<file path="src/rtl/rf_pkg.sv">
// Shared constants for the parametrised register file and its scoreboard.
package rf_pkg;

    localparam int unsigned RF_DATA_W = 8;
    localparam int unsigned RF_ADDR_W = 4;
    localparam int unsigned RF_DEPTH  = 2 ** RF_ADDR_W;

    function automatic int unsigned rf_depth(input int unsigned addr_w);
        return 32'(1) << addr_w;
    endfunction

endpackage

</file>
<file path="src/rtl/rf_scoreboard.sv">
// Pending-write scoreboard: tracks reserved destinations, flags re-reservation
// and reports read-after-write hazards on both source indices.
module rf_scoreboard
    import rf_pkg::*;
#(
    parameter int unsigned ADDR_W   = RF_ADDR_W,
    parameter int unsigned ZERO_REG = 0,
    parameter int unsigned BYPASS   = 1
) (
    input  logic              clk,
    input  logic              Reset,
    input  logic              Reserve,
    input  logic [ADDR_W-1:0] ReserveDest,
    input  logic              wr_accept,
    input  logic [ADDR_W-1:0] Destin,
    input  logic [ADDR_W-1:0] Source1,
    input  logic [ADDR_W-1:0] Source2,
    output logic              Busy1,
    output logic              Busy2,
    output logic              ReserveErr
);

    localparam int unsigned DEPTH = rf_depth(ADDR_W);

    logic [DEPTH-1:0] pending;
    logic [DEPTH-1:0] pending_nxt;
    logic             res_ok;
    logic             err_nxt;

    // Clear on write first so a same-edge reservation of that index survives.
    always_comb begin
        res_ok      = Reserve && !((ZERO_REG != 0) && (ReserveDest == '0));
        pending_nxt = pending;
        if (wr_accept) pending_nxt[Destin] = 1'b0;
        if (res_ok)    pending_nxt[ReserveDest] = 1'b1;
        err_nxt     = res_ok && pending[ReserveDest] &&
                      !(wr_accept && (Destin == ReserveDest));
    end

    always_ff @(posedge clk) begin
        if (Reset) begin
            pending    <= '0;
            ReserveErr <= 1'b0;
        end else begin
            pending    <= pending_nxt;
            ReserveErr <= err_nxt;
        end
    end

    // A write landing this edge resolves the hazard when it can be forwarded.
    always_comb begin
        Busy1 = pending[Source1] &&
                !((BYPASS != 0) && wr_accept && (Destin == Source1)) &&
                !((ZERO_REG != 0) && (Source1 == '0));
        Busy2 = pending[Source2] &&
                !((BYPASS != 0) && wr_accept && (Destin == Source2)) &&
                !((ZERO_REG != 0) && (Source2 == '0));
    end

endmodule

</file>
<file path="src/rtl/param_register_file_sb.sv">
// Parametrised register file with registered dual read ports, optional
// write-to-read bypass, optional zero register and a pending-write scoreboard.
module param_register_file_sb
    import rf_pkg::*;
#(
    parameter int unsigned DATA_W   = RF_DATA_W,
    parameter int unsigned ADDR_W   = RF_ADDR_W,
    parameter int unsigned ZERO_REG = 0,
    parameter int unsigned BYPASS   = 1
) (
    input  logic              clk,
    input  logic              Reset,
    input  logic              RegFileRead,
    input  logic              RegFileWrite,
    input  logic [DATA_W-1:0] Datain,
    input  logic [ADDR_W-1:0] Source1,
    input  logic [ADDR_W-1:0] Source2,
    input  logic [ADDR_W-1:0] Destin,
    input  logic              Reserve,
    input  logic [ADDR_W-1:0] ReserveDest,
    output logic [DATA_W-1:0] Dataout1,
    output logic [DATA_W-1:0] Dataout2,
    output logic              RdValid,
    output logic              Busy1,
    output logic              Busy2,
    output logic              ReserveErr
);

    localparam int unsigned DEPTH = rf_depth(ADDR_W);

    logic [DATA_W-1:0] mem [DEPTH];
    logic              wr_accept;
    logic [DATA_W-1:0] rd1;
    logic [DATA_W-1:0] rd2;

    assign wr_accept = RegFileWrite && !((ZERO_REG != 0) && (Destin == '0));

    // Read value seen by each port at this edge.
    always_comb begin
        rd1 = mem[Source1];
        rd2 = mem[Source2];
        if ((BYPASS != 0) && wr_accept && (Destin == Source1)) rd1 = Datain;
        if ((BYPASS != 0) && wr_accept && (Destin == Source2)) rd2 = Datain;
        if ((ZERO_REG != 0) && (Source1 == '0)) rd1 = '0;
        if ((ZERO_REG != 0) && (Source2 == '0)) rd2 = '0;
    end

    always_ff @(posedge clk) begin
        if (Reset) begin
            for (int unsigned i = 0; i < DEPTH; i++) mem[i] <= '0;
            Dataout1 <= '0;
            Dataout2 <= '0;
            RdValid  <= 1'b0;
        end else begin
            if (wr_accept) mem[Destin] <= Datain;
            if (RegFileRead) begin
                Dataout1 <= rd1;
                Dataout2 <= rd2;
            end
            RdValid <= RegFileRead;
        end
    end

    rf_scoreboard #(
        .ADDR_W   (ADDR_W),
        .ZERO_REG (ZERO_REG),
        .BYPASS   (BYPASS)
    ) u_scoreboard (
        .clk         (clk),
        .Reset       (Reset),
        .Reserve     (Reserve),
        .ReserveDest (ReserveDest),
        .wr_accept   (wr_accept),
        .Destin      (Destin),
        .Source1     (Source1),
        .Source2     (Source2),
        .Busy1       (Busy1),
        .Busy2       (Busy2),
        .ReserveErr  (ReserveErr)
    );

endmodule
</file>
<file path="config.mk">
export PLATFORM = sky130hd
export DESIGN_NAME = param_register_file_sb
export DESIGN_NICKNAME = d
export VERILOG_FILES = /design/src/rtl/rf_pkg.sv /design/src/rtl/rf_scoreboard.sv /design/src/rtl/param_register_file_sb.sv
export SDC_FILE = /design/constraint.sdc
export NUM_CORES = 1
export LEC_CHECK = 0
export ABC_AREA = 1
export CORE_MARGIN = 2
export CORE_UTILIZATION = 60
export CTS_BUF_LIST = sky130_fd_sc_hd__clkbuf_16
export DETAILED_ROUTE_END_ITERATION = 8
export DONT_BUFFER_PORTS = 1
export PLACE_DENSITY = 0.76
export SLEW_MARGIN = 10
export SYNTH_ARGS = -nofsm -noshare
export SYNTH_HDL_FRONTEND = slang
export SYNTH_HIERARCHICAL = 1
export SYNTH_SLANG_ARGS = --single-unit
</file>
<file path="constraint.sdc">
create_clock -name clk -period 1.71 [get_ports clk]
set_input_delay 0.0855 -clock clk [delete_from_list [all_inputs] [get_ports clk]]
set_output_delay 0.0855 -clock clk [all_outputs]
set_load 0.01 [all_outputs]
</file>
==> summary.md, run 1 <==
| Metric | Value |
|---|---|
| Yosys warns | `6` |
| Actual slew at the worst max-slew pin | `898 ps` |
| Clk Latency, worst-skew pair | `430 ps` |
| F_max | `625 MHz` |
| Routability cong. | `0.974` |
| Arrival time of the worst setup path | `1970 ps` |
| Reg area | `4520 um2` |
| Share of cells above drive strength 1 | `6.50%` |
| Fin cells | `1554` |
| Remaining Overflow, GRT | `0` |
| Element type at the critical path end | `register` |
| Total clock buffers created by CTS | `17` |
| Final setup viols | `0` |
| Tot GR Track Use | `37.3%` |
| HP Class | `in2reg` |
| PortBufs | `0` |
| DR vias | `9378` |
| Drc violations | `0` |
| Crit-path max FO | `6` |
| DR WL/cell | `19.9 um` |
| #FFs+latches synth | `162` |
| Post-synth EDFFs | `128` |
| Vias/cell | `6.03` |
| Worst Path Required | `2080 ps` |
| DRT antenna net count | `0` |
| Crit start category | `input pin` |
| Syn Nets | `1354` |
| Layout fillers | `1346` |
| Max_cap viols | `0` |
| RSZ-0062 raised after global routing | `no` |
| Top Metal Used | `met4` |
| Largest net degree at the start of global routing | `101` |
| # IOs | `49` |
| Final period utilization | `93.6%` |
| Top FF cell, synth | `edfxtp_1` |
| Die Y-Extent | `130 um` |
| Initial antenna violation count | `0` |
| VDD IR max | `0.000692 V` |
| Metal3 WL | `4.14 mm` |
| Inst Count DP | `1502` |
| # rows | `46` |
| Htree depth | `4` |
| Cell Pwr Density | `915 nW/um2` |
| Post-CTS Setup Inserts | `0` |
| Drt pass-1 iters | `7` |
| Drt total wl | `30.9 mm` |
| Core Area | `15700 um2` |
| Clock Sink Count | `162` |
| Final Hold Violating Endpoints | `0` |
| Post-synthesis cell type count | `28` |
| Kind of critical path | `in2reg` |
| Die ar. | `17000 um2` |
| Commonest non-fill, non-tap cells in the layout | `nand2_1, nand3_1, nor2_1, inv_1, edfxtp_1` |
| Final Max Slew Viols | `0` |
| Ys async rst share | `0%` |
| Root buf cell | `clkbuf_16` |
| Pwr Total | `9.71 mW` |
| Leading cell type in the layout, fill and taps excluded | `nand2_1` |
| Status | `finished, final reports clean` |
| Post-place setup slack | `138 ps` |
| PnR worst setup slack | `109 ps` |
| Leakage power | `4.73 nW` |
| WL met1 | `11.8 mm` |
| CTS tree | `done` |
| Fin Setup TNS | `0 ps` |
| Dpl hpwl | `19.9 mm` |
| Worst hold margin | `9.80 ps` |
| Min Tclk post-route | `1600 ps` |
| Wire length on met2 | `13.4 mm` |
| Sequential cell area fraction in the yosys report | `47.3%` |
| Multi-input logic area | `4140 um2` |
| Worst Skew | `10.4 ps` |
| Synth Area per Inst | `7.22 um2` |
| P&R area growth vs syn | `10.9%` |
| Vias in the first global route | `8612` |
| Synthesized area | `9570 um2` |
| Cells after synthesis | `1325` |
| Initial core utilization | `60.9%` |
| Final net count | `1355` |
| Clock Pin Slew Worst Setup and Hold Paths | `60 ps` |
| Clock Tree Buf Depth | `2` |
| First-pass GRT wire length | `47.1 mm` |
| Max_slew headroom | `40.1%` |
| Die width | `130 um` |
| Antenna fix cells | `0` |
| Initial drt markers | `1303` |
path summary, 6_finish.rpt:
| check | from | endpoint | slack (ps) | depth (start not counted) |
|---|---|---|---|---|
| max | Reserve | u_scoreboard/pending[5]$_SDFF_PP0_ | 110 | 6 |
| min | ReserveDest[1] | u_scoreboard/ReserveErr$_SDFF_PP0_ | 10 | 6 |
| max reg2reg | mem[8][1]$_SDFFCE_PN0P_ | Dataout2[1]$_SDFFE_PP0P_ | 260 | 6 |
| min reg2reg | u_scoreboard/pending[6]$_SDFF_PP0_ | u_scoreboard/pending[6]$_SDFF_PP0_ | 520 | 2 |
worst max-delay path: stages:
cell,delay (ps)
dlygate4sd3_1,660
inv_1,130
nor3_2,280
nand2_1,110
a21oi_1,140
dlygate4sd3_1,560
flip-flops by register name, summed over array words and instances (netlist names):
signal                   count
mem                        128
Dataout1                     8
RdValid                      1
u_scoreboard/ReserveErr      1
Dataout2                     8
u_scoreboard/pending        16
cell type report:
cell class              count  share of cell area [%]
multi-input cells         930                    39.0
well taps                 216                    2.55
inverters                 161                    5.69
flip-flops and latches    162                    42.6
clock inverters            14                    1.57
repair buffers             54                    4.57
clock buffers              17                    4.01
metrics by stage:
step           utilization, %  cell area [um2]
2_1_floorplan               -             9570
3_3_place_gp             62.4             9810
3_5_place_dp             62.4             9810
4_1_cts                  67.5            10600
5_1_grt                  67.6            10600
6_report                 67.6            10600
where the power goes:
group          internal [mW]  switching, mW  total [mW]  leakage, nW
clock                   2.28           1.57        3.86        0.288
combinational          0.394          0.869        1.26         2.94
sequential              4.46          0.128        4.59         1.50
total                   7.14           2.57        9.71         4.73
cells in the mapped netlist, types with 3 or more instances:
cell type  number  share of area, %
nand3_1       236                12
nand2_1       365                14
dfxtp_1        34               7.1
nor3_1          7              0.37
nand2_2        16               1.0
a21oi_1        49               2.6
clkinv_1       11              0.43
buf_2          23               1.2
buf_1          12              0.47
o22ai_1         3              0.20
o21ai_0        44               2.3
nand4_1         8              0.52
clkbuf_1       34               1.3
edfxtp_1      128                40
o211ai_1       21               1.6
inv_1         146               5.7
inv_2           4              0.16
nor2_1        168               6.6
o21bai_1        3              0.24
layer usage:
| metal | GRT usage (%) | up-vias |
|---|---|---|
| met2 | 55.6 | 706 |
| met4 | 19.0 | 0 |
| met5 | 0 | - |
| met3 | 10.8 | 130 |
| met1 | 49.9 | 4226 |
| li1 | - | 4316 |
cell families after synthesis:
family          after synthesis  synth area share [%]
buf+inv                     233                  9.53
flops                       162                  47.3
simple gates                804                  35.7
xor+xnor                      3                 0.275
compound gates              123                  7.19
timing repair:
item,CTS,global route
hold buffers,21,0
hold endpoints to repair,34,0
endpoints found under the setup margin,0,3
gates resized for setup,0,2
No activity file was read; power rests on OpenSTA's default activity.
==> run 2, diff against run 1 <==
- REMOVE_ABC_BUFFERS: unset -> 1
==> summary.md, run 2 (synthesis results as in run 1) <==
| Metric | Value |
|---|---|
| Status | `finished, final reports clean` |
| PortBufs | `0` |
| Vias in the first global route | `8463` |
| Share of cells above drive strength 1 | `6.84%` |
| Initial core utilization | `60.9%` |
| Worst hold margin | `8.77 ps` |
| Worst Path Required | `1620 ps` |
| Crit-path max FO | `4` |
| Sw power | `2.58 mW` |
| Routability cong. | `0.972` |
| Clk Latency, worst-skew pair | `430 ps` |
| Leading cell type in the layout, fill and taps excluded | `nand2_1` |
| Drc violations | `0` |
| Final net count | `1361` |
| Crit start category | `register` |
| Drt pass-1 iters | `7` |
| Max_slew headroom | `34.1%` |
| # rows | `46` |
| VDD IR max | `0.000778 V` |
| Largest net degree at the start of global routing | `101` |
| Post-CTS Setup Inserts | `0` |
| Total clock buffers created by CTS | `17` |
| Max_cap viols | `0` |
| Tot GR Track Use | `37.2%` |
| Final Hold Violating Endpoints | `0` |
| Post-DP Area | `9830 um2` |
| Kind of critical path | `reg2out` |
| First-pass GRT wire length | `46.8 mm` |
| Max reg flops | `128` |
| Clock Pin Slew Worst Setup and Hold Paths | `60 ps` |
| Drt total wl | `31.1 mm` |
| Commonest non-fill, non-tap cells in the layout | `nand2_1, nand3_1, nor2_1, inv_1, edfxtp_1` |
| Post-route cell area | `10700 um2` |
| Initial drt markers | `1609` |
| Htree depth | `4` |
| Worst reg-to-reg setup slack | `390 ps` |
| # hold bufs at CTS | `21` |
| Logic pwr share | `12.7%` |
| Share of total power in sequential cells | `46.6%` |
| PnR worst setup slack | `118 ps` |
| F_max | `628 MHz` |
| Root buf cell | `clkbuf_16` |
| Remaining Overflow, GRT | `0` |
| Post-place setup slack | `191 ps` |
| Top reg by flops | `mem` |
| Worst Skew | `8.72 ps` |
| Core Area | `15700 um2` |
| Biggest regs | `mem x128, u_scoreboard/pending x16` |
| Clock Power Share | `40.8%` |
| Cell Pwr Density | `926 nW/um2` |
| DR WL/cell | `20.0 um` |
| Clock Sink Count | `162` |
| Final period utilization | `93.1%` |
| DR vias | `9419` |
| Dpl hpwl | `20.6 mm` |
| # IOs | `49` |
| Die width | `130 um` |
| Die Y-Extent | `130 um` |
| Antenna fix cells | `0` |
| P&R area growth vs syn | `11.3%` |
| Pwr Total | `9.87 mW` |
| Final Max Slew Viols | `0` |
| Min Tclk post-route | `1590 ps` |
| Sw Ratio | `26.2%` |
| Element type at the critical path end | `output pin` |
| Leakage power | `4.76 nW` |
| DRT antenna net count | `0` |
| Die ar. | `17000 um2` |
| HP Class | `in2reg` |
| Arrival time of the worst setup path | `1510 ps` |
| Vias/cell | `6.03` |
| Final setup viols | `0` |
| Clock Tree Buf Depth | `2` |
| Internal cell power | `7.29 mW` |
| Resized Gates After CTS | `0` |
| Actual slew at the worst max-slew pin | `986 ps` |
| Initial antenna violation count | `0` |
| CTS tree | `done` |
| RSZ-0062 raised after global routing | `no` |
-- run 2: final timing paths --
| path | startpoint | to | cells after the start |
|---|---|---|---|
| worst max-delay path | u_scoreboard/pending[6]$_SDFF_PP0_ | Busy2 | 6 |
| worst max register to register | mem[7][3]$_SDFFCE_PN0P_ | Dataout1[3]$_SDFFE_PP0P_ | 8 |
| worst min register to register | u_scoreboard/pending[5]$_SDFF_PP0_ | u_scoreboard/pending[5]$_SDFF_PP0_ | 2 |
| worst min-delay path | Destin[2] | u_scoreboard/pending[5]$_SDFF_PP0_ | 3 |
-- run 2: layout make-up --
class | count | area, um2
Multi-Input combinational cell | 930 | 4140
Timing Repair Buffer | 60 | 503
Clock inverter | 15 | 191
Tap cell | 216 | 270
Sequential cell | 162 | 4520
Fill cell | 1363 | 5060
Inverter | 161 | 604
Clock buffer | 17 | 425
-- run 2: power groups by stage --
stage	registers, mW	clock network [mW]	logic [mW]
6_report	4.60	4.02	1.25
5_1_grt	4.61	4.17	1.36
4_1_cts	4.59	4.02	1.21
3_5_place_dp	4.68	0	1.13
3_3_place_gp	4.67	0	1.12
2_1_floorplan	4.62	0	0.775
-- run 2: critical path, stage by stage (launching register included) --
cell     delay, ps
dfxtp_1        410
nand2_1         80
nand3_1         80
nand3_1         70
nand2_1         90
nand2_1         50
a21oi_1        300
-- run 2: layer usage --
layer | vias up | GRT usage [%] | part of all wire (%)
met2 | 700 | 54.9 | 44
met1 | 4280 | 52.0 | 39
met5 | - | 0 | 0
met4 | 0 | 18.9 | 5.0
met3 | 116 | 7.95 | 13
li1 | 4323 | - | -
-- run 2: stage by stage --
step / utilization [%] / setup TNS [ps] / std cells
after global routing: 67.8 / 0 / 1561
after global placement: 62.5 / 0 / 1508
final: 67.8 / 0 / 1561
after floorplan: - / -41150 / 1253
after CTS: 67.8 / 0 / 1561
after detailed placement: 62.5 / 0 / 1508
